`src/rtl/ev_pop_streamer.sv`:
```
// Host-side population feeder and result collector for the evolutionary-algorithm core.
// Streams a host-written population as one gap-free burst, then waits (with watchdog) for the core's results.
module ev_pop_streamer #(
    parameter int INT8_LENGTH     = 8,
    parameter int PARTICLE_LENGTH = 2,
    parameter int LATTICE_LENGTH  = 11,
    parameter int IND_FIT_LENGTH  = 10,
    parameter int MAX_POP         = 32,
    parameter int ADDR_W          = 5,
    parameter int TIMEOUT         = 1000
) (
    input  logic                                      clk,
    input  logic                                      rst_n,
    input  logic                                      wr_en,
    input  logic [ADDR_W-1:0]                         wr_addr,
    input  logic [PARTICLE_LENGTH*LATTICE_LENGTH-1:0] wr_state,
    input  logic [INT8_LENGTH-1:0]                    wr_mut,
    input  logic                                      start,
    input  logic [INT8_LENGTH-1:0]                    pop_size_cfg,
    output logic                                      busy,
    output logic                                      cfg_err,
    output logic                                      timeout,
    output logic                                      in_valid,
    output logic [PARTICLE_LENGTH*LATTICE_LENGTH-1:0] ind_state_out,
    output logic [INT8_LENGTH-1:0]                    Mutate_rate_out,
    input  logic                                      done_in,
    input  logic [IND_FIT_LENGTH-1:0]                 Min_fit_in,
    input  logic [PARTICLE_LENGTH*LATTICE_LENGTH-1:0] Best_ind_state_in,
    input  logic [INT8_LENGTH-1:0]                    Best_ind_mut_in,
    output logic                                      result_valid,
    output logic [IND_FIT_LENGTH-1:0]                 min_fit,
    output logic [PARTICLE_LENGTH*LATTICE_LENGTH-1:0] best_state,
    output logic [INT8_LENGTH-1:0]                    best_mut
);
    // state   | meaning
    // S_IDLE  | host may write the buffer; waits for start
    // S_STREAM| driving buf[0..pop-1] with in_valid high, one per cycle
    // S_WAIT  | burst sent; waiting for done_in or watchdog expiry

    localparam int SW    = PARTICLE_LENGTH * LATTICE_LENGTH;
    localparam int IDX_W = ADDR_W + 1;
    localparam int CNT_W = 16;
    localparam logic [INT8_LENGTH-1:0] MAX_POP_W = INT8_LENGTH'(MAX_POP);
    localparam logic [CNT_W-1:0]       TO_LAST   = CNT_W'(TIMEOUT - 1);

    typedef enum logic [1:0] {
        S_IDLE   = 2'd0,
        S_STREAM = 2'd1,
        S_WAIT   = 2'd2
    } state_t;

    state_t                   state_q, state_d;
    logic [IDX_W-1:0]         idx_q, idx_d;
    logic [IDX_W-1:0]         pop_q, pop_d;
    logic [CNT_W-1:0]         cnt_q, cnt_d;
    logic                     in_valid_q, in_valid_d;
    logic [SW-1:0]            st_out_q, st_out_d;
    logic [INT8_LENGTH-1:0]   mut_out_q, mut_out_d;
    logic                     cfg_err_q, cfg_err_d;
    logic                     timeout_q, timeout_d;
    logic                     rv_q, rv_d;
    logic [IND_FIT_LENGTH-1:0] min_fit_q, min_fit_d;
    logic [SW-1:0]            best_state_q, best_state_d;
    logic [INT8_LENGTH-1:0]   best_mut_q, best_mut_d;

    logic [SW-1:0]            buf_state_q [MAX_POP];
    logic [INT8_LENGTH-1:0]   buf_mut_q   [MAX_POP];
    logic                     buf_we;
    logic                     size_ok;
    logic [ADDR_W-1:0]        rd_addr;

    assign size_ok = (pop_size_cfg != '0) && (pop_size_cfg <= MAX_POP_W);
    assign rd_addr = idx_q[ADDR_W-1:0];

    // Storage is never reset; reads in the same cycle as a write see the old word.
    always_ff @(posedge clk) begin
        if (buf_we) begin
            buf_state_q[wr_addr] <= wr_state;
            buf_mut_q[wr_addr]   <= wr_mut;
        end
    end

    always_ff @(posedge clk or negedge rst_n) begin
        if (!rst_n) begin
            state_q      <= S_IDLE;
            idx_q        <= '0;
            pop_q        <= '0;
            cnt_q        <= '0;
            in_valid_q   <= 1'b0;
            st_out_q     <= '0;
            mut_out_q    <= '0;
            cfg_err_q    <= 1'b0;
            timeout_q    <= 1'b0;
            rv_q         <= 1'b0;
            min_fit_q    <= '0;
            best_state_q <= '0;
            best_mut_q   <= '0;
        end else begin
            state_q      <= state_d;
            idx_q        <= idx_d;
            pop_q        <= pop_d;
            cnt_q        <= cnt_d;
            in_valid_q   <= in_valid_d;
            st_out_q     <= st_out_d;
            mut_out_q    <= mut_out_d;
            cfg_err_q    <= cfg_err_d;
            timeout_q    <= timeout_d;
            rv_q         <= rv_d;
            min_fit_q    <= min_fit_d;
            best_state_q <= best_state_d;
            best_mut_q   <= best_mut_d;
        end
    end

    always_comb begin
        state_d      = state_q;
        idx_d        = idx_q;
        pop_d        = pop_q;
        cnt_d        = cnt_q;
        in_valid_d   = in_valid_q;
        st_out_d     = st_out_q;
        mut_out_d    = mut_out_q;
        cfg_err_d    = cfg_err_q;
        timeout_d    = timeout_q;
        rv_d         = rv_q;
        min_fit_d    = min_fit_q;
        best_state_d = best_state_q;
        best_mut_d   = best_mut_q;
        buf_we       = 1'b0;

        case (state_q)
            S_IDLE: begin
                buf_we = wr_en;
                if (start) begin
                    if (size_ok) begin
                        pop_d      = pop_size_cfg[IDX_W-1:0];
                        rv_d       = 1'b0;
                        timeout_d  = 1'b0;
                        cfg_err_d  = 1'b0;
                        st_out_d   = buf_state_q[0];
                        mut_out_d  = buf_mut_q[0];
                        in_valid_d = 1'b1;
                        idx_d      = IDX_W'(1);
                        state_d    = S_STREAM;
                    end else begin
                        cfg_err_d = 1'b1;
                    end
                end
            end
            S_STREAM: begin
                if (idx_q < pop_q) begin
                    st_out_d  = buf_state_q[rd_addr];
                    mut_out_d = buf_mut_q[rd_addr];
                    idx_d     = idx_q + 1'b1;
                end else begin
                    in_valid_d = 1'b0;
                    st_out_d   = '0;
                    mut_out_d  = '0;
                    cnt_d      = '0;
                    state_d    = S_WAIT;
                end
            end
            S_WAIT: begin
                // done takes priority over the watchdog on the same edge
                if (done_in) begin
                    min_fit_d    = Min_fit_in;
                    best_state_d = Best_ind_state_in;
                    best_mut_d   = Best_ind_mut_in;
                    rv_d         = 1'b1;
                    state_d      = S_IDLE;
                end else if (cnt_q == TO_LAST) begin
                    timeout_d = 1'b1;
                    state_d   = S_IDLE;
                end else begin
                    cnt_d = cnt_q + 1'b1;
                end
            end
            default: state_d = S_IDLE;
        endcase
    end

    assign busy            = (state_q == S_STREAM) || (state_q == S_WAIT);
    assign cfg_err         = cfg_err_q;
    assign timeout         = timeout_q;
    assign in_valid        = in_valid_q;
    assign ind_state_out   = st_out_q;
    assign Mutate_rate_out = mut_out_q;
    assign result_valid    = rv_q;
    assign min_fit         = min_fit_q;
    assign best_state      = best_state_q;
    assign best_mut        = best_mut_q;

endmodule

```
`config.mk`:
```
export PLATFORM = sky130hd
export DESIGN_NAME = ev_pop_streamer
export DESIGN_NICKNAME = d
export VERILOG_FILES = /design/src/rtl/ev_pop_streamer.sv
export SDC_FILE = /design/constraint.sdc
export NUM_CORES = 1
export LEC_CHECK = 0
export ABC_CLOCK_PERIOD_IN_PS = 6700
export CAP_MARGIN = 20
export CORE_ASPECT_RATIO = 0.6
export CORE_UTILIZATION = 45
export CTS_CLUSTER_SIZE = 24
export DETAILED_ROUTE_END_ITERATION = 7
export DONT_BUFFER_PORTS = 1
export SYNTH_ARGS = -nofsm -noshare
export SYNTH_HDL_FRONTEND = slang
export SYNTH_SLANG_ARGS = --single-unit
```
`constraint.sdc`:
```
create_clock -name clk -period 6.7 [get_ports clk]
set_clock_uncertainty 0.15 [all_clocks]
set_input_delay 1.005 -clock clk [delete_from_list [all_inputs] [get_ports clk]]
set_output_delay 1.005 -clock clk [all_outputs]
set_load 0.005 [all_outputs]
```
After elaboration in Yosys (flattened, before gate mapping)
Memories as Yosys holds them, arrays and structs flattened.
Cells that the tools add are included.
Widths: inputs -> output; s select.
{ "op_classes": {"bitwise_logic": 0, "muxes": 37, "n_shift": 0, "addsub": 2, "magnitude_cmp": 2, "n_eq_ne": 12, "div": 0, "n_reduce_logical": 17, "n_mul": 0} }
{ "ops": {"columns": ["cell", "count"], "rows": [
  ["$mux 22", 3],
  ["$mux 16", 3],
  ["$pmux 22 s2", 1],
  ["$pmux 16 s2", 1],
  ["$mux 8", 3],
  ["$reduce_and 4->1", 5],
  ["$mux 6", 3],
  ["$add 16x1->16 const B", 1],
  ["$eq 16x10->1 const B", 1],
  ["$ne 2x2->1 const B", 8],
  ["$pmux 8 s2", 1],
  ["$mux 1", 12],
  ["$pmux 6 s2", 1],
  ["$mux 2", 5],
  ["$le 8x6->1 const B", 1],
  ["$reduce_bool 8->1", 1],
  ["$add 6x1->6 const B", 1],
  ["$lt 6x6->1", 1],
  ["$pmux 1 s2", 3],
  ["$pmux 2 s3", 1],
  ["$reduce_and 3->1", 2],
  ["$reduce_bool 2->1", 3],
  ["$reduce_and 5->1", 1],
  ["$reduce_and 2->1", 2],
  ["6 further kinds", 6]
]} }
{ "totals": {"inputBits": 88, "n_memories": 2, "ram_bits": 960, "latch_bits": 0, "reg_bits": 104, "romBits": 0} }
{ "mem_list": {"columns": ["name", "words", "word_bits", "rd", "rd_clocked_by_memory_dff", "write_ports", "line_no", "rtl"], "rows": [
  ["buf_state_q", 32, 22, 2, 0, 1, "66", "logic [SW-1:0] buf_state_q [MAX_POP];"],
  ["buf_mut_q", 32, 8, 2, 0, 1, "67", "logic [INT8_LENGTH-1:0] buf_mut_q [MAX_POP];"]
]} }

Longest topological paths before layout
{ "logic_depth": {"depth_word": 5, "mapped_depth": 10, "depth_no_buf": 7} }

Worst setup path before layout
OpenSTA, ideal clock, no wires.
{ "synth_timing": {"kind": "input to register", "start": "input port wr_addr[1]", "end": "memory buf_mut_q[24][0], enable pin", "stages": 3, "t_required_ns": 6.133, "arrival_time_ns": 2.839, "slack_ns": 3.293, "n_path_buf": 1, "path_cell_list": "or3_1 -> clkbuf_1 -> nor2_1"} }
{ "synth_lines": {"columns": ["element", "line_no", "rtl"], "rows": [
  ["from (decl)", "15", "input logic [ADDR_W-1:0] wr_addr,"],
  ["to (decl)", "67", null]
]} }
No word-level cell before the write port.

Worst setup path in the final report
{ "layout_timing": {"start": "register state_q[0]", "end": "memory buf_state_q[26][11] (netlist name), enable pin"} }
{ "layout_via": {"elab_chain_len": 4} }
{ "layout_rtl": {"columns": ["element", "line_no", "rtl"], "rows": [
  ["from (decl)", "52", "state_t state_q, state_d;"],
  ["from (signal assigned)", "99", "state_q <= state_d;"],
  ["$logic_not 2->1", "131", "case (state_q)"],
  ["$mux 1", "131", null],
  ["$mux 1", "77", "if (buf_we) begin"],
  ["$mux 1 (not written as such)", "78", "buf_state_q[wr_addr] <= wr_state;"],
  ["to (decl)", "66", null]
]} }
Every way passes these cells.

==> results <==
- In this run the critical register-to-register path is launched from state_q[0].
- The floorplan row count is 85.
- The worst hold-check path type is input port to async pin.
- The maximum number of pins on one net before global-route repair is 105.
- Dividing the detail-routed wire length by the instance count gives approximately 30 um.
- The hold violation total from the final report is 0.
- The number of routed nets with antenna violations is 0.
- The synthesized instance count is approximately 2,100.
- The mapped netlist covers 41,330 sq um.
- The initial utilization of the core area, before any placement, comes to between 40% and 50%.
- The count of port buffers added during placement is 0.
- Yosys mapped the design onto 62 distinct sky130hd cell types.
- The critical setup path kind is flip-flop to flip-flop.
- The insertion delay to the later sink of the worst-skew pair is ~0.69 ns.
- Leaving out filler cells and counting taps, the final layout contains between 3,000 and 4,000.
- The initial antenna violation count came to 0.
- After detailed placement, the design holds a cell count of 3,225.
- The area growth from synthesis to layout is 11.61%.
- STA classifies the critical path endpoint as a flip-flop.
- The first global-routing pass estimated ~150,000 um of wire.
- The clock root buffer is sky130_fd_sc_hd__clkbuf_16.
- The flop-to-flop setup slack is around 2.8 ns.
- Net switching is 28.76% of the power.
- The worst setup path is launched from a flip-flop.
- The clock network is responsible for 31.8% of the overall power.
- The area enclosed by the die boundary is 93,090 sq um.
- The cell with the most instances after synthesis is sky130_fd_sc_hd__edfxtp_1.
- The I/O pin count is around 160.
- Data on the critical path arrives at its endpoint at 4.05 ns.
- The clock drives ~1,100 sinks.
- The first detailed-routing pass took 5 iterations.
- The number of setup buffers added after CTS is 0.
- TritonCTS built the clock tree.
- After synthesis, the mean cell area works out to 19.96 sq um.
- The share of the synthesized area in the top cell type is 69.76%.
- The power density relative to cell area is 376.8 nW/um^2.
- Adding up every negative setup slack in the final design gives 0 ns.
- The number of synthesized flops with an enable pin is 960.
- The final layout contains roughly 2,200 nets.
- The flow ran to the end, and the final reports show no timing, DRC or antenna violations.
- The sequential cell fraction of total power is 45.5%.
- The post-route netlist has 21.78% of its cells at a drive strength greater than 1.
- The number of hold-repair buffers added at the cts stage is 1.
- The number of nets handed over by synthesis was between 2,000 and 2,500.
- The cell accounting for the most synthesized area is sky130_fd_sc_hd__edfxtp_1.
- The async set-or-reset flop fraction in the synthesized netlist is around 10%.
- The number of fill cells in the layout is about 7,000.
- The worst voltage drop across the vdd grid is approximately 0.25 mV.
- Global routing used between 20% and 30% of the available tracks across all layers.
- At the end of routability-driven placement, the weighted congestion stood at a little under 0.8.
- The switching power total is approximately 5000 uW.
- CTS built an H-tree with a depth of 3.
- The number of antenna diodes is 0.
- The number of clock buffers added by TritonCTS is 93.
- The buffer levels on the longest clock path is 3.
- The total overflow left after global routing is 0.
- The final setup violation count is 0.
- After clock tree synthesis, the clock-pin slew on the worst setup and hold paths is about 0.07 ns.
- The share of the Yosys chip area taken by registers is around 76%.
- The internal power summed over all cells is ~12,000 uW.
- The core area is roughly 90,000 sq um.
- The yosys synthesis warning count is 0.
- The worst register-to-register path has a depth of 5.
- Using the TritonRoute via totals, the vias-per-cell ratio works out to roughly 6.1.
- After detailed routing, the total wire length is between 100,000 and 150,000 um.
- Once detailed placement completed, the half-perimeter wirelength came to ~58,000 um.
- Among all flip-flop cells after synthesis, the most frequent one is sky130_fd_sc_hd__edfxtp_1.
- From left edge to right edge, the die measures roughly 390 um.
- In this run the tightest slew margin relative to its limit is between 20% and 30%.
- The post-synthesis sequential element count is 1,064.
- STA puts the critical path data required time at slightly below 7 ns.
- Sorting the synthesized cells by area gives the leading types as sky130_fd_sc_hd__edfxtp_1, sky130_fd_sc_hd__mux4_2, sky130_fd_sc_hd__dfrtp_1.
- Max-cap violations in this run came to 0.
- In the finished design, the share of the clock period the worst path needs comes to between 50% and 60%.
- The final max-slew violation count is 0.
- In this run, the number of DRC markers left after iteration 0 of detailed routing was ~2,400.
- In the routed design, unresolved DRC markers number 0.
- The number of global-route vias before repair is between 20,000 and 25,000.
- The die is 236.7 um tall.
- The clock period minus worst slack is a little under 4 ns.
- In the synthesized netlist, the cells that appear most often are sky130_fd_sc_hd__edfxtp_1, sky130_fd_sc_hd__mux4_2, sky130_fd_sc_hd__mux2i_1, sky130_fd_sc_hd__dfrtp_1, sky130_fd_sc_hd__a221oi_1.
- For the pin with the worst max-slew slack, the measured transition is ~1.2 ns.
- The total number of vias is around 21,000.
- Along the worst path, the maximum fanout reaches 17.
- The maximum frequency from static timing analysis is 259.6 MHz.
- The count of instances resized after the clock tree is built is 0.
- The standby leakage power is between 0.015 and 0.02 uW.
- The endpoint of the most critical register-to-register path is buf_state_q[26][11].
- Setup repair after global routing left no endpoint under its margin.
- The logic gate share of total power is around 23%.
-- state kept, by name, summed over array words and instances (netlist names) --
signal,count
best_state,22
idx_q,6
in_valid,1
state_q,2
cfg_err,1
pop_q,6
buf_state_q,704
ind_state_out,22
min_fit,10
cnt_q,16
buf_mut_q,256
result_valid,1
Mutate_rate_out,8
best_mut,8
timeout,1
-- power by group through the flow --
| stage | clock network (uW) | registers, uW | logic (uW) |
|---|---|---|---|
| finish | 5530 | 7910 | 3940 |
| global route | 5870 | 7940 | 4210 |
| CTS | 5610 | 7910 | 3970 |
| detailed placement | 0 | 8050 | 3950 |
| global placement | 0 | 8050 | 3890 |
| floorplan | 0 | 7800 | 3020 |
-- placed cells by master, fill, tap and decap left out, drive strengths merged, types with 9 or more instances in the layout --
master and count:
clkbuf 117, bufinv 13, a22o 31, mux4 181, or4 9, nand3 41, ha 11, nand2b 10
o31ai 13, mux2i 130, edfxtp 960, o211ai 28, a221oi 83, nand2 51, o21ai 73, a21oi 15
dfrtp 104, inv 19, nor2 46, mux2 44, buf 59, clkinv 35, and3 29
-- stage by stage --
step / power (uW) / hold WS [ns] / worst slack [ns] / util (%) / cell area [sq um]
floorplan: 10820 / 0.3199 / 3.293 / - / 41330
global placement: 11930 / 0.3490 / 3.042 / 47.63 / 43010
detailed placement: 12000 / 0.3651 / 2.926 / 47.63 / 43010
CTS: 17500 / 0.08909 / 2.917 / 51.08 / 46130
global route: 18020 / 0.09183 / 2.723 / 51.08 / 46130
finish: 17380 / 0.07011 / 2.848 / 51.08 / 46130
-- critical path: stages (launching register included) --
cell,delay (ns)
sky130_fd_sc_hd__dfrtp_1,0.40
sky130_fd_sc_hd__inv_1,0.12
sky130_fd_sc_hd__ha_1,0.55
sky130_fd_sc_hd__nand4b_1,0.92
sky130_fd_sc_hd__nor2_4,0.93
sky130_fd_sc_hd__buf_4,0.42
-- layout make-up --
cell class	instances	area [sq um]	area share, %
clock buffers	117	2447	5.306
clock inverters	56	641.9	1.392
inverters	14	52.55	0.1139
multi-input cells	871	9505	20.61
flip-flops and latches	1064	31440	68.16
well taps	1218	1524	3.304
repair buffers	59	513.0	1.112
-- metal layers --
| layer | GRT usage, % | routed length, um | vias to the layer above |
|---|---|---|---|
| met5 | 0 | 0 | - |
| met4 | 5.330 | 2068 | 0 |
| met3 | 5.194 | 9471 | 131 |
| met2 | 30.71 | 43290 | 865 |
| met1 | 34.64 | 46510 | 11196 |
| li1 | - | - | 8668 |
-- worst max path at each step --
| stage | depth (start not counted) | startpoint | slack [ns] | to |
|---|---|---|---|---|
| global route | 5 | state_q[0] | 2.72 | buf_state_q[27][10] |
| detailed placement | 5 | state_q[0] | 2.93 | buf_state_q[26][9] |
| finish | 5 | state_q[0] | 2.85 | buf_state_q[26][11] |
| floorplan | 3 | wr_addr[1] | 3.29 | buf_mut_q[24][0] |
| global placement | 5 | state_q[0] | 3.04 | buf_state_q[26][9] |
| CTS | 5 | state_q[0] | 2.92 | buf_state_q[26][10] |
-- cells by family after synthesis --
logic type	synth area share, %
AOI/OAI and AO/OA	4.905
muxes	14.21
adders and majority gates	0.3330
buffers and inverters	1.577
DFF	76.05
and+or+nand+nor	2.919
(Power assumes the default switching activity.)
